**config.mk**
```make
export PLATFORM = sky130hd
export DESIGN_NAME = fnd_scan_driver
export DESIGN_NICKNAME = d
export VERILOG_FILES = /design/src/rtl/fnd_scan_driver.sv
export SDC_FILE = /design/constraint.sdc
export NUM_CORES = 1
export LEC_CHECK = 0
export ABC_AREA = 1
export ABC_CLOCK_PERIOD_IN_PS = 2900
export BUFFER_PORTS_ARGS = -buffer_cell sky130_fd_sc_hd__buf_2
export CORE_ASPECT_RATIO = 1.2
export CORE_MARGIN = 8
export CORE_UTILIZATION = 55
export DETAILED_ROUTE_END_ITERATION = 10
export HOLD_SLACK_MARGIN = 0.12
export PLACE_DENSITY = 0.71
export SLEW_MARGIN = 0
export SYNTH_ARGS = -nofsm -noshare
export SYNTH_HDL_FRONTEND = slang
export SYNTH_SLANG_ARGS = --single-unit
```
**constraint.sdc**
```tcl
create_clock -name clk -period 2.9 [get_ports clk]
set_input_delay 0.435 -clock clk [delete_from_list [all_inputs] [get_ports clk]]
set_output_delay 0.435 -clock clk [all_outputs]
set_load 0.01 [all_outputs]
```
**src/rtl/fnd_scan_driver.sv**
```systemverilog
// Four-digit multiplexed seven-segment driver with frame-synchronous value commit,
// leading-zero blanking and whole-display blinking. Anode and segment outputs are active-low.
module fnd_scan_driver #(
    parameter int CLK_HZ      = 100_000_000,
    parameter int SCAN_HZ     = 1000,
    parameter int BLINK_TICKS = 250
) (
    input  logic        clk,
    input  logic        rst,
    input  logic [15:0] bcd_in,
    input  logic [3:0]  dp_in,
    input  logic        load,
    input  logic        blank_lz,
    input  logic        blink_en,
    output logic [3:0]  fnd_com,
    output logic [7:0]  fnd_data,
    output logic        frame_done
);

    localparam int DIV = CLK_HZ / SCAN_HZ;
    localparam int PW  = $clog2(DIV);
    localparam int BW  = (BLINK_TICKS > 1) ? $clog2(BLINK_TICKS) : 1;
    localparam logic [PW-1:0] PRESC_MAX = PW'(DIV - 1);
    localparam logic [BW-1:0] BLINK_MAX = BW'(BLINK_TICKS - 1);

    function automatic logic [6:0] hex7(input logic [3:0] v);
        logic [6:0] s;
        case (v)
            4'h0: s = 7'h40;
            4'h1: s = 7'h79;
            4'h2: s = 7'h24;
            4'h3: s = 7'h30;
            4'h4: s = 7'h19;
            4'h5: s = 7'h12;
            4'h6: s = 7'h02;
            4'h7: s = 7'h78;
            4'h8: s = 7'h00;
            4'h9: s = 7'h10;
            4'hA: s = 7'h08;
            4'hB: s = 7'h03;
            4'hC: s = 7'h46;
            4'hD: s = 7'h21;
            4'hE: s = 7'h06;
            default: s = 7'h0E;
        endcase
        return s;
    endfunction

    logic [PW-1:0] presc;
    logic [1:0]    idx;
    logic          tick;
    logic          wrap;
    logic [15:0]   shadow_bcd;
    logic [3:0]    shadow_dp;
    logic          pending;
    logic [15:0]   disp_bcd;
    logic [3:0]    disp_dp;
    logic [BW-1:0] blink_cnt;
    logic          phase;
    logic          blink_off;
    logic [3:0]    lz;
    logic [3:0]    nib_p0;
    logic [7:0]    seg_p0;
    logic [3:0]    com_p0;

    assign tick      = (presc == PRESC_MAX);
    assign wrap      = tick && (idx == 2'd3);
    assign blink_off = blink_en && phase;

    always_ff @(posedge clk or negedge rst) begin
        if (!rst) begin
            presc <= '0;
            idx   <= '0;
        end else if (tick) begin
            presc <= '0;
            idx   <= idx + 2'd1;
        end else begin
            presc <= presc + 1'b1;
        end
    end

    // The commit samples the shadow before a same-cycle load overwrites it,
    // so a load on the wrap tick stays pending for the next frame.
    always_ff @(posedge clk or negedge rst) begin
        if (!rst) begin
            shadow_bcd <= '0;
            shadow_dp  <= '0;
            pending    <= 1'b0;
            disp_bcd   <= '0;
            disp_dp    <= '0;
        end else begin
            if (load) begin
                shadow_bcd <= bcd_in;
                shadow_dp  <= dp_in;
            end
            if (load)
                pending <= 1'b1;
            else if (wrap)
                pending <= 1'b0;
            if (wrap && pending) begin
                disp_bcd <= shadow_bcd;
                disp_dp  <= shadow_dp;
            end
        end
    end

    always_ff @(posedge clk or negedge rst) begin
        if (!rst) begin
            blink_cnt <= '0;
            phase     <= 1'b0;
        end else if (!blink_en) begin
            blink_cnt <= '0;
            phase     <= 1'b0;
        end else if (tick) begin
            if (blink_cnt == BLINK_MAX) begin
                blink_cnt <= '0;
                phase     <= ~phase;
            end else begin
                blink_cnt <= blink_cnt + 1'b1;
            end
        end
    end

    // Stage p0: select and decode the active digit from the display register.
    always_comb begin
        lz[3]  = (disp_bcd[15:12] == 4'd0);
        lz[2]  = lz[3] && (disp_bcd[11:8] == 4'd0);
        lz[1]  = lz[2] && (disp_bcd[7:4] == 4'd0);
        lz[0]  = 1'b0;
        nib_p0 = disp_bcd[{idx, 2'b00} +: 4];
        if (blank_lz && lz[idx])
            seg_p0 = 8'hFF;
        else
            seg_p0 = {~disp_dp[idx], hex7(nib_p0)};
        if (blink_off)
            com_p0 = 4'hF;
        else
            com_p0 = ~(4'b0001 << idx);
    end

    // Stage p1: registered board outputs, one cycle behind idx.
    always_ff @(posedge clk or negedge rst) begin
        if (!rst) begin
            fnd_com    <= 4'hF;
            fnd_data   <= 8'hFF;
            frame_done <= 1'b0;
        end else begin
            fnd_com    <= com_p0;
            fnd_data   <= seg_p0;
            frame_done <= wrap;
        end
    end

endmodule

```
======== After elaboration in Yosys (flattened, before gate mapping) ========
Memory sizes are Yosys's and may differ from the RTL's.
Cells that the tools add are included.
Widths: inputs -> output; s select.
storage, ports and cells
  memory bits (read-only) ................. 112
  output and inout port bits .............. 13
  input port bits ......................... 25
  logic and storage cells ................. 53
  memories kept ........................... 1
  register bits ........................... 82
cells by class
  $lt $le $gt $ge ......................... 1
  eq/ne operators ......................... 5
  add/subtract/negate cells ............... 3
  reductions and logical operators ........ 11
  shifts and indexed selects .............. 2
  bitwise operators ....................... 3
  muxes and demuxes ....................... 15
memory list
  name              words  width  read ports  clocked after Yosys merged registers in  write ports  line  RTL
  (name not given)  16     7      1           0                                        0            28    case (v)
operator list
  operator               number
  $mux 8                 4
  $add 17x1->17 const B  1
  $eq 17x17->1 const B   1
  $mux 17                1
  $shiftx 16x5->4        1
  $logic_not 4->1        3
  $add 8x1->8 const B    1
  $eq 8x8->1 const B     1
  $mux 1                 7
  $logic_and 1x1->1      6
  $bmux 1 s2             2
  $mux 4                 1
  $ne 2x1->1 const B     2
  $not 4->4              1
  $shl 1x2->4 const A    1
  $lt 2x3->1 const B     1
  $add 2x1->2 const B    1
  $eq 2x2->1 const B     1
  $not 1->1              2
  $reduce_and 2->1       1
  $reduce_bool 2->1      1

======== Depth between registers and ports, before layout ========
  depth in word-level cells ............... 7
  depth in mapped cells ................... 12
  mapped depth without buffers ............ 11

======== Worst setup path before layout ========
No wires, ideal clock.
  kind .................................... register to register
  start point ............................. register idx[0]
  end point ............................... register fnd_data[5]
  period minus slack after synthesis ...... 1.686 ns
  data required time ...................... 2.820 ns
  slack ................................... 1.214 ns
  cell stages (with the launch flop) ...... 12
  buffers on the path ..................... 1
  library setup time ...................... 0.080 ns
  arrival time ............................ 1.606 ns
  cells stage by stage .................... dfrtp_1 -> inv_1 -> buf_2 -> nand2_1 -> nand2_1 -> o21ai_1 -> inv_1 -> ha_1 -> nand2_1 -> o21ai_0 -> nand2_1 -> nand2_1
between the ends
  cells in the longest elaborated chain, start to end .. 4
  elaborated cells on any way between the ends .. 6
  those cells by class .................... shift: 1; mux: 3; reduce/logical: 1; memory: 1
RTL lines
  item                                                  line  RTL
  start: declaration                                    50    logic [1:0] idx;
  start signal: assignment                              76    idx <= idx + 2'd1;
  branches (longest 3 deep; another with $mem_v2 16x7)  --
  $mux 8 *                                              131   if (blank_lz && lz[idx])
  named net seg_p0[5]                                   63    logic [7:0] seg_p0;
  end signal: assignment                                149   fnd_data <= seg_p0;
  end: declaration                                      16    output logic [7:0] fnd_data,
Mark *: on every way through the listed nets, which the timed path passes. The select of a mux whose other input is x is not followed.
A chain may end at the register's enable or synchronous reset.

======== Final worst setup path ========
Same ends and word-level chain as after synthesis.

==> metrics.cfg <==
[power_and_ir_drop]
cellPowerDensity_nw_per_um2=447
p_int_mw=1.54
leakage_nw=2.43
combPwrFrac_pct=4.1
swShare_pct=24.0
power.switching_uw=487
clock_power_share_pct=37.3
ir_drop_mv=0.385
pwr-share-seq_pct=58.6

[critical_path]
worstSetupPathType=register to register
crit_required_ns=3.18
endpoint_kind=register
crit_fanout=14
r2r_setup_slack_ns=0.78
arrival_ns=2.40
start_kind=register

[die]
core_area_sq_um=7270
num_rows=34
pin_count=38
initial_core_util_pct=57.0
fp.dieArea_sq_um=10600
die_x_microns=95.2
fp.dieH_microns=111

[synthesis]
avgSynthCellArea_sq_um=8.05
yosysTopAreaCellShare_pct=42.3
synth-seq-cells=82
synth_cell_types=28
yosys.area_share.simple_pct=33.5
synth_top_family_by_area=simple AND/OR/NAND/NOR gates
synth-xor-area-share_pct=2.75
synth_fa_ha_area_share_pct=3.93
yosysTopAreaCell=dfrtp_1
synth-compound-area-share_pct=3.23
ys_top_cells_by_area=dfrtp_1 42%, nand2_1 18%, dfstp_2 7.6%
ys_seq_area_share_pct=49.9
syn_nets=553
ys_warn_count=0
synth_cells=515
synth.area.mux_share_pct=0
synth_area_sq_um=4140

[sta]
fin_setup_tns_ns=0
rsz0062_at_grt=no
final.setup_skew_ns=0.0106
fin_crit_sh_pct=73.0
setup_viol=0
final.min_clock_period_ns=2.12
max_slew_margin_pct=34.6
tightest_slew_ns=0.981
max_freq_mhz=472
slew_violations=0
hold_viol_final=0

[clock_tree]
cts_resized=0
clk_pin_slew_worst_paths_ns=0.09
clockRootBuffer=clkbuf_8
h-tree-depth=3
cts_inserted_buffers=9
cts_setup_buffers=0
clock_sinks=82
ctsHoldBuffers=0
clockBufferDepth=2
tritoncts=done
clock_latency_ns=0.35

[route]
route.detailed.drc=0
dr.pass1.iters=6
routed_wl_microns=7920
route.met3.wl_microns=414
dr_wl_met2_microns=3740
vias=3289
postRouteAntennaNets=0
drt-met1-wl_microns=3660
drt_iter0_drc=170
viasPerCell=5.12
dr.max_layer_used=met4
wl_per_cell_microns=12.3

[finish]
nets=586
diodes=0
area_delta_synth_final_pct=9.51
instances_no_fill=643
drive_above_1_share_pct=15.6

[global_route]
grt_pass1_vias=3248
grt_max_degree=83
grt_pass1_wl_microns=14300
antenna_found_initial=0
grt_usage_pct=16.5
grt.overflow.total=0

[placed_design]
hpwl_microns=5740
routabilityCongestion=0.853
io_buffers=37
dp_cells=627

[hold_path]
hold_path_class=input port to asynchronous set/reset pin

[flow_run]
max-cap-violations=0

[status]
outcome=finished clean

[cell usage in the layout, fill, tap and decap left out, types with 2 or more instances in the layout]
cell type and count:
nand2_1 196, clkbuf_8 10, clkinv_4 2, nand3_2 2, inv_6 2, dfrtp_1 70
nor3_1 8, a21oi_1 2, inv_1 39, o211ai_1 2, nand2_2 3, buf_2 36
xor2_1 13, nand4_1 24, nor2_2 3, nand3_1 35, ha_1 13, inv_2 8
dfstp_2 12, clkinvlp_4 2, nor2_1 43, o21ai_1 4, buf_4 2, o21ai_0 15
[metal layers]
metal	vias up	global-route usage, %
li1	1696	-
met1	1511	20.7
met2	75	26.3
met3	7	4.00
met4	0	6.78
met5	-	0
[path summary, 6_finish.rpt]
kind	start	to	depth (start not counted)
max in group asynchronous	rst	disp_dp[3]	1
min reg2reg	presc[0]	presc[0]	1
max	idx[0]	fnd_data[5]	10
min in group clk	bcd_in[5]	shadow_bcd[5]	3
max reg2reg	idx[0]	fnd_data[5]	10
min	rst	presc[8]	1
[critical path, stage by stage, from the launching register on]
cell     delay [ns]
dfrtp_1        0.56
inv_1          0.29
nand2_1        0.11
nand2_1        0.05
o21ai_1        0.34
inv_1          0.15
ha_1           0.24
nand2_1        0.11
o21ai_0        0.09
nand2_1        0.07
nand2_1        0.05
[area by class of cell]
cell class | instances | area [sq um]
Fill cell | 677 | 2740
Sequential cell | 82 | 2070
Multi-Input combinational cell | 370 | 1800
Timing Repair Buffer | 38 | 195
Inverter | 47 | 176
Clock buffer | 10 | 138
Tap cell | 90 | 113
Clock inverter | 6 | 50.0
[synth_stat cells]
cell type,number
o21ai_1,4
o211ai_1,2
dfrtp_1,70
nand2_1,196
nor3_1,8
nor2_4,1
nor2_1,43
o21ai_0,15
nand3b_1,1
ha_1,13
clkbuf_1,8
buf_6,5
nand2_2,3
nand3_4,1
o21bai_1,1
inv_2,8
nand4_1,24
nand3_1,35
nor2_2,3
nand3_2,2
o22ai_1,1
buf_2,3
xor2_1,13
a21oi_1,2
dfstp_2,12
nand4_2,1
nor2_8,1
inv_1,39
[sequential cells by signal, summed over array words and instances (netlist names), 4 cells and up]
signal      cells
blink_cnt       8
fnd_com         4
fnd_data        8
disp_bcd       16
shadow_bcd     16
disp_dp         4
shadow_dp       4
presc          17
[power by group through the flow]
stage	clock network, mW	registers, mW	logic (mW)
detailed placement	0	1.21	0.0864
global route	0.842	1.19	0.0985
global placement	0	1.21	0.0834
CTS	0.793	1.19	0.0864
finish	0.758	1.19	0.0829
floorplan	0	1.21	0.0372
[logic make-up (layout without fill, tap and decap cells)]
| group | count (synthesis) | after routing |
|---|---|---|
| DFF | 82 | 82 |
| xor gates and xnor gates | 13 | 13 |
| adders and majority gates | 13 | 13 |
| and+or+nand+nor | 319 | 319 |
| AOI/OAI and AO/OA | 25 | 25 |
| buffers and inverters | 63 | 101 |
[metrics by stage]
step	instance area, sq um	util, %	worst slack, ns	hold slack (ns)	power [mW]
after floorplan	4140	-	1.21	0.139	1.24
after global routing	4540	62.4	0.507	0.252	2.13
after detailed placement	4350	59.8	0.803	0.452	1.30
after global placement	4350	59.8	0.903	0.453	1.29
final	4540	62.4	0.783	0.237	2.03
after CTS	4540	62.4	0.789	0.259	2.07
Note: power is estimated with default switching activity, not from simulation.
